--- src/rtl/mem_responder.sv ---
// Word store behind the accumulator's memory port: clears itself to INIT_VALUE after reset,
// then serves single-cycle writes and 1-cycle-latency reads, with saturating access counters.
module mem_responder #(
  parameter int                    ADDR_WIDTH = 5,
  parameter int                    DATA_WIDTH = 16,
  parameter logic [DATA_WIDTH-1:0] INIT_VALUE = '0,
  parameter int                    CNT_WIDTH  = 16
) (
  input  logic                  clk,
  input  logic                  reset,
  input  logic [ADDR_WIDTH-1:0] mem_address,
  input  logic                  mem_read_enable,
  input  logic                  mem_write_enable,
  input  logic [DATA_WIDTH-1:0] mem_data_in,
  output logic [DATA_WIDTH-1:0] mem_data_out,
  output logic                  init_done,
  output logic [CNT_WIDTH-1:0]  rd_count,
  output logic [CNT_WIDTH-1:0]  wr_count,
  output logic [CNT_WIDTH-1:0]  reject_count,
  output logic                  state_dbg_o
);

  localparam int DEPTH = 1 << ADDR_WIDTH;

  typedef enum logic {CLEAR = 1'b0, SERVE = 1'b1} state_t;

  state_t                  state_q, state_d;
  logic [ADDR_WIDTH-1:0]   clr_addr_q, clr_addr_d;
  logic [DATA_WIDTH-1:0]   data_out_q, data_out_d;
  logic [CNT_WIDTH-1:0]    rd_cnt_q, rd_cnt_d;
  logic [CNT_WIDTH-1:0]    wr_cnt_q, wr_cnt_d;
  logic [CNT_WIDTH-1:0]    rej_cnt_q, rej_cnt_d;
  logic [DATA_WIDTH-1:0]   mem_q [DEPTH];

  logic                    mem_we;
  logic [ADDR_WIDTH-1:0]   mem_waddr;
  logic [DATA_WIDTH-1:0]   mem_wdata;

  function automatic logic [CNT_WIDTH-1:0] sat_inc(input logic [CNT_WIDTH-1:0] v);
    return (v == '1) ? v : v + 1'b1;
  endfunction

  always_comb begin
    state_d    = state_q;
    clr_addr_d = clr_addr_q;
    data_out_d = data_out_q;
    rd_cnt_d   = rd_cnt_q;
    wr_cnt_d   = wr_cnt_q;
    rej_cnt_d  = rej_cnt_q;
    mem_we     = 1'b0;
    mem_waddr  = mem_address;
    mem_wdata  = mem_data_in;
    case (state_q)
      CLEAR: begin
        mem_we     = 1'b1;
        mem_waddr  = clr_addr_q;
        mem_wdata  = INIT_VALUE;
        clr_addr_d = clr_addr_q + 1'b1;
        if (clr_addr_q == '1) state_d = SERVE;
        // Simultaneous read+write is a single dropped request.
        if (mem_read_enable || mem_write_enable) rej_cnt_d = sat_inc(rej_cnt_q);
      end
      SERVE: begin
        if (mem_write_enable) begin
          mem_we   = 1'b1;
          wr_cnt_d = sat_inc(wr_cnt_q);
        end
        if (mem_read_enable) begin
          data_out_d = mem_q[mem_address];
          rd_cnt_d   = sat_inc(rd_cnt_q);
        end
      end
      default: state_d = CLEAR;
    endcase
  end

  always_ff @(posedge clk) begin
    if (reset) begin
      state_q    <= CLEAR;
      clr_addr_q <= '0;
      data_out_q <= '0;
      rd_cnt_q   <= '0;
      wr_cnt_q   <= '0;
      rej_cnt_q  <= '0;
    end else begin
      state_q    <= state_d;
      clr_addr_q <= clr_addr_d;
      data_out_q <= data_out_d;
      rd_cnt_q   <= rd_cnt_d;
      wr_cnt_q   <= wr_cnt_d;
      rej_cnt_q  <= rej_cnt_d;
    end
  end

  // Array update reads the old word above in the same cycle, giving read-first behaviour.
  always_ff @(posedge clk) begin
    if (!reset && mem_we) mem_q[mem_waddr] <= mem_wdata;
  end

  assign mem_data_out = data_out_q;
  assign init_done    = (state_q == SERVE);
  assign rd_count     = rd_cnt_q;
  assign wr_count     = wr_cnt_q;
  assign reject_count = rej_cnt_q;
  assign state_dbg_o  = state_q;

endmodule

--- config.mk ---
export PLATFORM = sky130hd
export DESIGN_NAME = mem_responder
export DESIGN_NICKNAME = d
export VERILOG_FILES = /design/src/rtl/mem_responder.sv
export SDC_FILE = /design/constraint.sdc
export NUM_CORES = 1
export LEC_CHECK = 0
export ABC_AREA = 1
export CORE_AREA = 5 5 325 263
export DETAILED_ROUTE_END_ITERATION = 10
export DIE_AREA = 0 0 330 268
export SLEW_MARGIN = 30
export SYNTH_ARGS = -nofsm -noshare
export SYNTH_HDL_FRONTEND = slang
export SYNTH_SLANG_ARGS = --single-unit
--- constraint.sdc ---
create_clock -name clk -period 3.45 [get_ports clk]
set_clock_uncertainty 0.05 [all_clocks]
set_input_delay 0.8625 -clock clk [delete_from_list [all_inputs] [get_ports clk]]
set_output_delay 0.8625 -clock clk [all_outputs]
set_load 0.02 [all_outputs]
Yosys cells after proc, flatten, opt, wreduce, memory -nomap -nowiden
Memory sizes are Yosys's and may differ from the RTL's. A register that Yosys moved wholly into a read port is not among the register bits.
Cells that the tools add are included.
Widths: inputs -> output; s select.
- add/sub/neg operators: 4
- bitwise logic cells: 4
- reduce and logical (&&, ||, !) cells: 7
- shifts and indexed selects: 0
- $mul: 0
- multiplexer cells: 8
- $lt $le $gt $ge: 0
- eq/ne operators: 4
- divide/modulo/power cells: 0
- operator list (cell ; count):
    $add 16x1->16 const B ; 3
    $eq 16x16->1 const B ; 3
    $mux 16 ; 1
    $reduce_and 3->1 ; 3
    $add 5x1->5 const B ; 1
    $eq 5x5->1 const B ; 1
    $mux 1 ; 5
    $mux 5 ; 1
    $not 1->1 ; 4
    $pmux 1 s2 ; 1
    $reduce_and 2->1 ; 1
    $logic_and 1x1->1 ; 1
    $logic_not 1->1 ; 1
    $logic_or 1x1->1 ; 1
- flip-flop bits (word level): 54
- memories: 1
- input bits: 25
- bits in read-only memories: 0
- logic and storage cells: 33
- RAM bits: 512
- latch bits: 0
- output and inout port bits: 66
- memory list (name ; words ; width ; rd ports ; clocked after memory_dff ; wr ports ; RTL line ; source):
    mem_q ; 32 ; 16 ; 1 ; 1 ; 1 ; 33 ; logic [DATA_WIDTH-1:0] mem_q [DEPTH];

Depth between registers and ports, before layout
Gate-level depths: netlist of the first run.
- depth after elaboration: 5
- gate-level depth with buffers: 12

Least setup slack after synthesis of the first run
OpenSTA, ideal clock, no wires.
- path type: in2reg
- start: input port mem_address[0]
- end: memory mem_q[17][0], enable pin
- required time: 3012 ps
- slack: 473 ps
- cell stages on the path: 7
- arrival: 2539 ps
- path buffers: 3
- cells stage by stage: buf_2 -> inv_2 -> buf_2 -> buf_2 -> a21oi_1 -> nand3_1 -> nor2_1
- cells in the longest elaborated chain, start to end: 1
- ends and longest elaborated chain (what ; RTL line ; source):
    from (decl) ; 11 ; input logic [ADDR_WIDTH-1:0] mem_address,
    $mux 5 ; 53 ; case (state_q)
    to (decl) ; 33 ;
Every way passes these cells.

Worst setup path after layout of the first run
- start: register state_q, in the netlist init_done
- end: output port state_dbg_o
- RTL lines (what ; RTL line ; source):
    from (decl) ; 27 ; state_t state_q, state_d;
    from (signal assigned) ; 86 ; state_q <= state_d;
    to (decl) ; 20 ; output logic state_dbg_o
No word-level cell between the ends.

==> results of run 1 <==
through the flow:
stage          std cells  cell area (um^2)
2_1_floorplan       2283             24300
3_3_place_gp        3438             26900
3_5_place_dp        3438             26900
4_1_cts             3548             28900
5_1_grt             3549             28900
6_report            3550             28900
final cells by class:
cell class,instances,area (um^2)
fill,8063,52800
sequential,582,16800
multi-input combinational,1503,6650
timing repair buffer,180,1860
clock buffer,91,1710
tap,1104,1380
inverter,69,269
clock inverter,19,248
antenna,2,5.00
path summary, 6_finish.rpt:
path,from,end,slack (ns),depth (start not counted)
worst max-delay path,init_done$_SDFF_PP0_,state_dbg_o,0.51,2
worst min-delay path,rd_count[13]$_SDFFE_PP0P_,rd_count[13]$_SDFFE_PP0P_,0.46,2
worst max register to register,init_done$_SDFF_PP0_,mem_q[0][3]$_DFFE_PP_,1.10,8
worst min register to register,rd_count[13]$_SDFFE_PP0P_,rd_count[13]$_SDFFE_PP0P_,0.46,2
power groups by stage:
stage,logic (mW),clock network [mW],registers [mW]
finish,0.806,6.43,7.61
global route,0.886,6.85,7.61
CTS,0.804,6.55,7.61
detailed placement,0.801,0,7.76
global placement,0.796,0,7.76
floorplan,0.482,0,7.77
synthesized netlist by cell type:
library cell | count | area share, %
nand3b_1 | 1 | 0.031
a21oi_2 | 2 | 0.072
buf_6 | 3 | 0.14
xor2_1 | 21 | 0.76
inv_1 | 62 | 0.96
nand2_2 | 5 | 0.13
nor3_2 | 1 | 0.041
a21oi_1 | 58 | 1.2
nand3_1 | 441 | 9.1
inv_2 | 5 | 0.077
nor3_1 | 11 | 0.23
o21bai_4 | 1 | 0.077
nand2_4 | 1 | 0.046
buf_1 | 24 | 0.37
dfxtp_1 | 70 | 5.8
nor2_2 | 1 | 0.026
nor3_4 | 1 | 0.067
nor4_1 | 1 | 0.026
ha_1 | 5 | 0.26
nor2_1 | 95 | 1.5
xnor2_1 | 11 | 0.40
clkinv_1 | 2 | 0.031
edfxtp_1 | 512 | 63
buf_2 | 64 | 1.3
nor2_4 | 2 | 0.093
nand4_1 | 13 | 0.34
buf_4 | 2 | 0.062
o21a_1 | 1 | 0.031
nand2_1 | 802 | 12
o21ai_0 | 29 | 0.60
clkbuf_1 | 36 | 0.56
kinds of logic after synthesis:
family,after synthesis,share of synthesized area (%)
compound gates,91,1.97
fa+ha+maj,5,0.258
simple gates,1375,24.0
xor+xnor,32,1.15
flops,582,69.1
buf+inv,198,3.52
critical path, stage by stage, from the launching register on:
cell	delay [ns]
dfxtp_1	0.33
buf_4	0.38
clkdlybuf4s50_1	0.69
flip-flops by register name (all words and copies together), names as in the netlist:
signal / flops
clr_addr_q: 5
init_done: 1
mem_data_out: 16
mem_q: 512
rd_count: 16
reject_count: 16
wr_count: 16
routing by layer:
| layer | share of wire, % | global-route usage (%) |
|---|---|---|
| met2 | 48 | 23.7 |
| met3 | 6.4 | 2.49 |
| met5 | 0 | 0 |
| met1 | 43 | 19.7 |
| met4 | 2.8 | 4.59 |
==> results.sh, run 1 <==
export IMPL_cts_tree="yes"
export IMPL_fmax_ghz=0.341
export IMPL_finalPower_mw=14.9
export IMPL_synth_area_um2=24300
export IMPL_cap_viol_max_count=0
export IMPL_status="complete, no violations"
export IMPL_syn_nets=2313
export IMPL_timing_critical_path_from_type="flop"
export IMPL_boundaryPins=91
export IMPL_cts_root_buffer="clkbuf_16"
export IMPL_ys_seq_elements=582
export IMPL_clk_latency_ns=0.62
export IMPL_cp_arrival_ns=2.02
export IMPL_hold_class="reg2reg"
export IMPL_syn_avg_cell_area_um2=10.6
export IMPL_tightest_slew_ns=0.656
export IMPL_vias=16900
export IMPL_leakage_nw=10.5
export IMPL_hold_violations=0
export IMPL_vias_per_cell=4.76
export IMPL_grt_overflow_total=0
export IMPL_mostFrequentLayoutCell="nand2_1"
export IMPL_utilization_pct=35.3
export IMPL_tns_ns=0
export IMPL_synth_distinct_cells=31
export IMPL_yosysWarnings=0
export IMPL_num_rows=94
export IMPL_finalWirelength_um=65700
export IMPL_drc=0
export IMPL_die_area_um2=88400
export IMPL_clkPwrFrac_pct=43.3
export IMPL_dpl_hpwl_um=40000
export IMPL_clk_pin_slew_worst_paths_ns=0.06
export IMPL_crit_path_end_kind="primary output"
export IMPL_syn_inst=2283
export IMPL_min_period_ns=2.94
export IMPL_grt_start_max_net_pins=111
export IMPL_worstSetupPathType="reg2out"
export IMPL_drt_pass1_iter_count=5
export IMPL_ctsHoldBuffers=0
export IMPL_antenna_found_initial=3
export IMPL_post_cts_setup_buffers=0
export IMPL_track_usage_pct=14.4
export IMPL_timing_hold_ws_ns=0.456
export IMPL_grt_pass1_vias=16100
export IMPL_cp_max_fo=37
export IMPL_initial_core_util_pct=29.7
export IMPL_rsz0062_at_grt="no"
export IMPL_power_switching_mw=3.24
export IMPL_cts_resized=0
export IMPL_period_share_pct=85.1
export IMPL_grt_pass1_wl_um=98500
export IMPL_coreArea_um2=81700
export IMPL_area_growth_pct=19.0
export IMPL_cts_path_max_buffers=3
export IMPL_io_buffers=90
export IMPL_die_height_um=268
export IMPL_die_width_um=330
export IMPL_internal_power_mw=11.6
export IMPL_p_sw_share_pct=21.8
export IMPL_fin_ws_ns=0.515
export IMPL_htree_levels=2
export IMPL_max_slew_margin_pct=56.2
export IMPL_fin_nets=2424
export IMPL_drive_above_1_share_pct=8.27
export IMPL_dp_slack_ns=0.369
export IMPL_gp_congestion=0.868
export IMPL_peakVddDrop_mv=0.338
export IMPL_avgRoutedWirePerCell_um=18.5
export IMPL_ant_nets=0
export IMPL_cts_buffers=58
export IMPL_slew_viol_final=0
export IMPL_final_cell_mix="nand2_1 (802), edfxtp_1 (512), nand3_1 (441), nor2_1 (94), clkdlybuf4s50_1 (87)"
export IMPL_drtIter0Drc=1753
export IMPL_cts_sinks=582
export IMPL_ys_seq_area_share_pct=69.1
export IMPL_p_comb_share_pct=5.4
export IMPL_critPathRequiredTime_ns=2.54
export IMPL_p_seq_share_pct=51.3
export IMPL_power_density_nw_per_um2=514
export IMPL_setup_viol=0
No activity file was read; power rests on OpenSTA's default activity.
==> run 2: changes to the inputs <==
--- a/config.mk
+++ b/config.mk
@@ -6,9 +6,9 @@
 export NUM_CORES = 1
 export LEC_CHECK = 0
 export ABC_AREA = 1
-export CORE_AREA = 5 5 325 263
+export CORE_AREA = 5 5 301 244
 export DETAILED_ROUTE_END_ITERATION = 10
-export DIE_AREA = 0 0 330 268
+export DIE_AREA = 0 0 306 249
 export SLEW_MARGIN = 30
 export SYNTH_ARGS = -nofsm -noshare
 export SYNTH_HDL_FRONTEND = slang
==> run 2 against run 1 <==
Compared with the run above: count of clock-buffer cells in the layout shrank 18; sequential share of layout area grew 0.93 points; flip-flop and latch count is the same; register-to-register slack lost 0.35 ns; die area shrank 14%; power shrank 0.60%; critical path depth grew 1; non-clock buffer count shrank 5; largest cell class unchanged; highest routed layer unchanged.
==> results.sh, run 2 (synthesized netlist as in run 1, its figures left out) <==
export IMPL_die_height_um=249
export IMPL_worst_path_max_delay_cell="clkdlybuf4s50_1"
export IMPL_grt_start_max_net_pins=171
export IMPL_ant_nets=0
export IMPL_hold_violations=0
export IMPL_period_share_pct=92.9
export IMPL_dr_wl_met2_um=30800
export IMPL_mostFrequentLayoutCell="nand2_1"
export IMPL_die_area_um2=76200
export IMPL_min_period_ns=3.20
export IMPL_status="complete, no violations"
export IMPL_timing_critical_path_from_type="flop"
export IMPL_crit_family="buffers and inverters"
export IMPL_cp_max_fo=19
export IMPL_worstPathCellList="buf_4 > buf_4 > clkdlybuf4s50_1"
export IMPL_cts_tree="yes"
export IMPL_leakage_nw=10.4
export IMPL_drc=0
export IMPL_worstSetupPathType="reg2out"
export IMPL_gp_congestion=0.902
export IMPL_largest_reg_flops=512
export IMPL_drtIter0Drc=1718
export IMPL_top_register="mem_q"
export IMPL_cp_arrival_ns=2.29
export IMPL_grt_pass1_vias=16100
export IMPL_drive_above_1_share_pct=8.77
export IMPL_grt_overflow_total=0
export IMPL_crit_path_end_kind="primary output"
export IMPL_grt_pass1_wl_um=98700
export IMPL_htree_levels=2
export IMPL_power_density_nw_per_um2=519
export IMPL_clk_latency_ns=0.62
export IMPL_fmax_ghz=0.312
export IMPL_num_rows=87
export IMPL_wl_met3_um=4710
export IMPL_rsz0062_at_grt="no"
export IMPL_peakVddDrop_mv=0.389
export IMPL_cts_buffers=59
export IMPL_cts_sinks=582
export IMPL_setup_viol=0
export IMPL_critPathRequiredTime_ns=2.54
export IMPL_die_width_um=306
export IMPL_vias_per_cell=5.07
export IMPL_vias=17100
export IMPL_slowest_delay_ns=0.66
export IMPL_coreArea_um2=70000
export IMPL_cap_viol_max_count=0
export IMPL_final_cell_mix="nand2_1 (802), edfxtp_1 (512), nand3_1 (441), clkdlybuf4s50_1 (87), nor2_1 (85)"
export IMPL_antenna_found_initial=1
export IMPL_tns_ns=0
export IMPL_drt_pass1_iter_count=5
export IMPL_cp_common_cell="buf_4"
export IMPL_clk_pin_slew_worst_paths_ns=0.07
export IMPL_hold_class="reg2reg"
export IMPL_max_slew_margin_pct=36.4
export IMPL_dpl_hpwl_um=41200
export IMPL_slew_viol_final=0
export IMPL_boundaryPins=91
export IMPL_finalWirelength_um=65700
export IMPL_cts_root_buffer="clkbuf_16"
export IMPL_track_usage_pct=16.6
export IMPL_highest_layer="met4"
export IMPL_initial_core_util_pct=34.7
export IMPL_cts_path_max_buffers=3
export IMPL_wl_met1_um=28800
export IMPL_area_growth_pct=17.2
export IMPL_ctsHoldBuffers=0
export IMPL_post_cts_setup_buffers=0
export IMPL_tightest_slew_ns=0.953
export IMPL_finalPower_mw=14.8
export IMPL_path_buf_inv=3
export IMPL_avgRoutedWirePerCell_um=19.5
export IMPL_io_buffers=90
export IMPL_fin_nets=2420
==> run 2: cell count changes in the layout (fill, tap and decap cells not counted), sizes merged <==
cell      change
buf           -5
inv           +2
diode         -1
clkinvlp      +6
clkbuf       -18
bufinv        +2
clkinv        +8
==> run 2: layout make-up <==
class | instances | area [um^2]
inverter | 69 | 267
timing repair buffer | 175 | 1620
clock inverter | 37 | 382
multi-input combinational | 1503 | 6670
sequential | 582 | 16800
clock buffer | 73 | 1560
fill | 6621 | 41600
tap | 934 | 1170
antenna | 1 | 2.50
==> run 2: per-layer routing <==
layer	global-route usage [%]	vias up
li1	-	8060
met2	26.6	598
met3	2.92	87
met5	0	-
met4	4.36	0
met1	23.6	8352
==> run 2: power breakdown <==
group          switching (mW)  internal, mW
logic                   0.549         0.234
registers              0.0164          7.60
clock network            2.64          3.73
==> run 2: path summary, 6_finish.rpt <==
check | slack [ns] | cells after the start | end | startpoint
max | 0.25 | 3 | init_done | init_done$_SDFF_PP0_
min | 0.44 | 2 | reject_count[14]$_SDFFE_PP0P_ | reject_count[14]$_SDFFE_PP0P_
max reg2reg | 0.75 | 8 | mem_q[23][13]$_DFFE_PP_ | init_done$_SDFF_PP0_
min reg2reg | 0.44 | 2 | reject_count[14]$_SDFFE_PP0P_ | reject_count[14]$_SDFFE_PP0P_
==> run 2: what timing repair did <==
item / 4_1_cts / 5_1_grt
hold endpoints to repair: 0 / 0
endpoints found under the setup margin: 0 / 2
resized for setup: 0 / 1
==> run 2: stage by stage <==
stage | hold slack (ns) | instance area (um^2) | utilization [%] | cells | setup slack (ns)
after floorplan | 0.406 | 24300 | - | 2283 | 0.473
after global placement | 0.433 | 26400 | 37.8 | 3261 | -0.311
after detailed placement | 0.439 | 26500 | 37.9 | 3263 | 0.101
after CTS | 0.448 | 28400 | 40.6 | 3373 | 0.0609
after global routing | 0.487 | 28400 | 40.6 | 3373 | 0.173
final | 0.444 | 28400 | 40.6 | 3374 | 0.245
==> run 2: worst min-delay path, cell delays in order, from the launching register on <==
cell,delay [ns]
dfxtp_1,0.33
nand2_1,0.07
a21oi_1,0.05
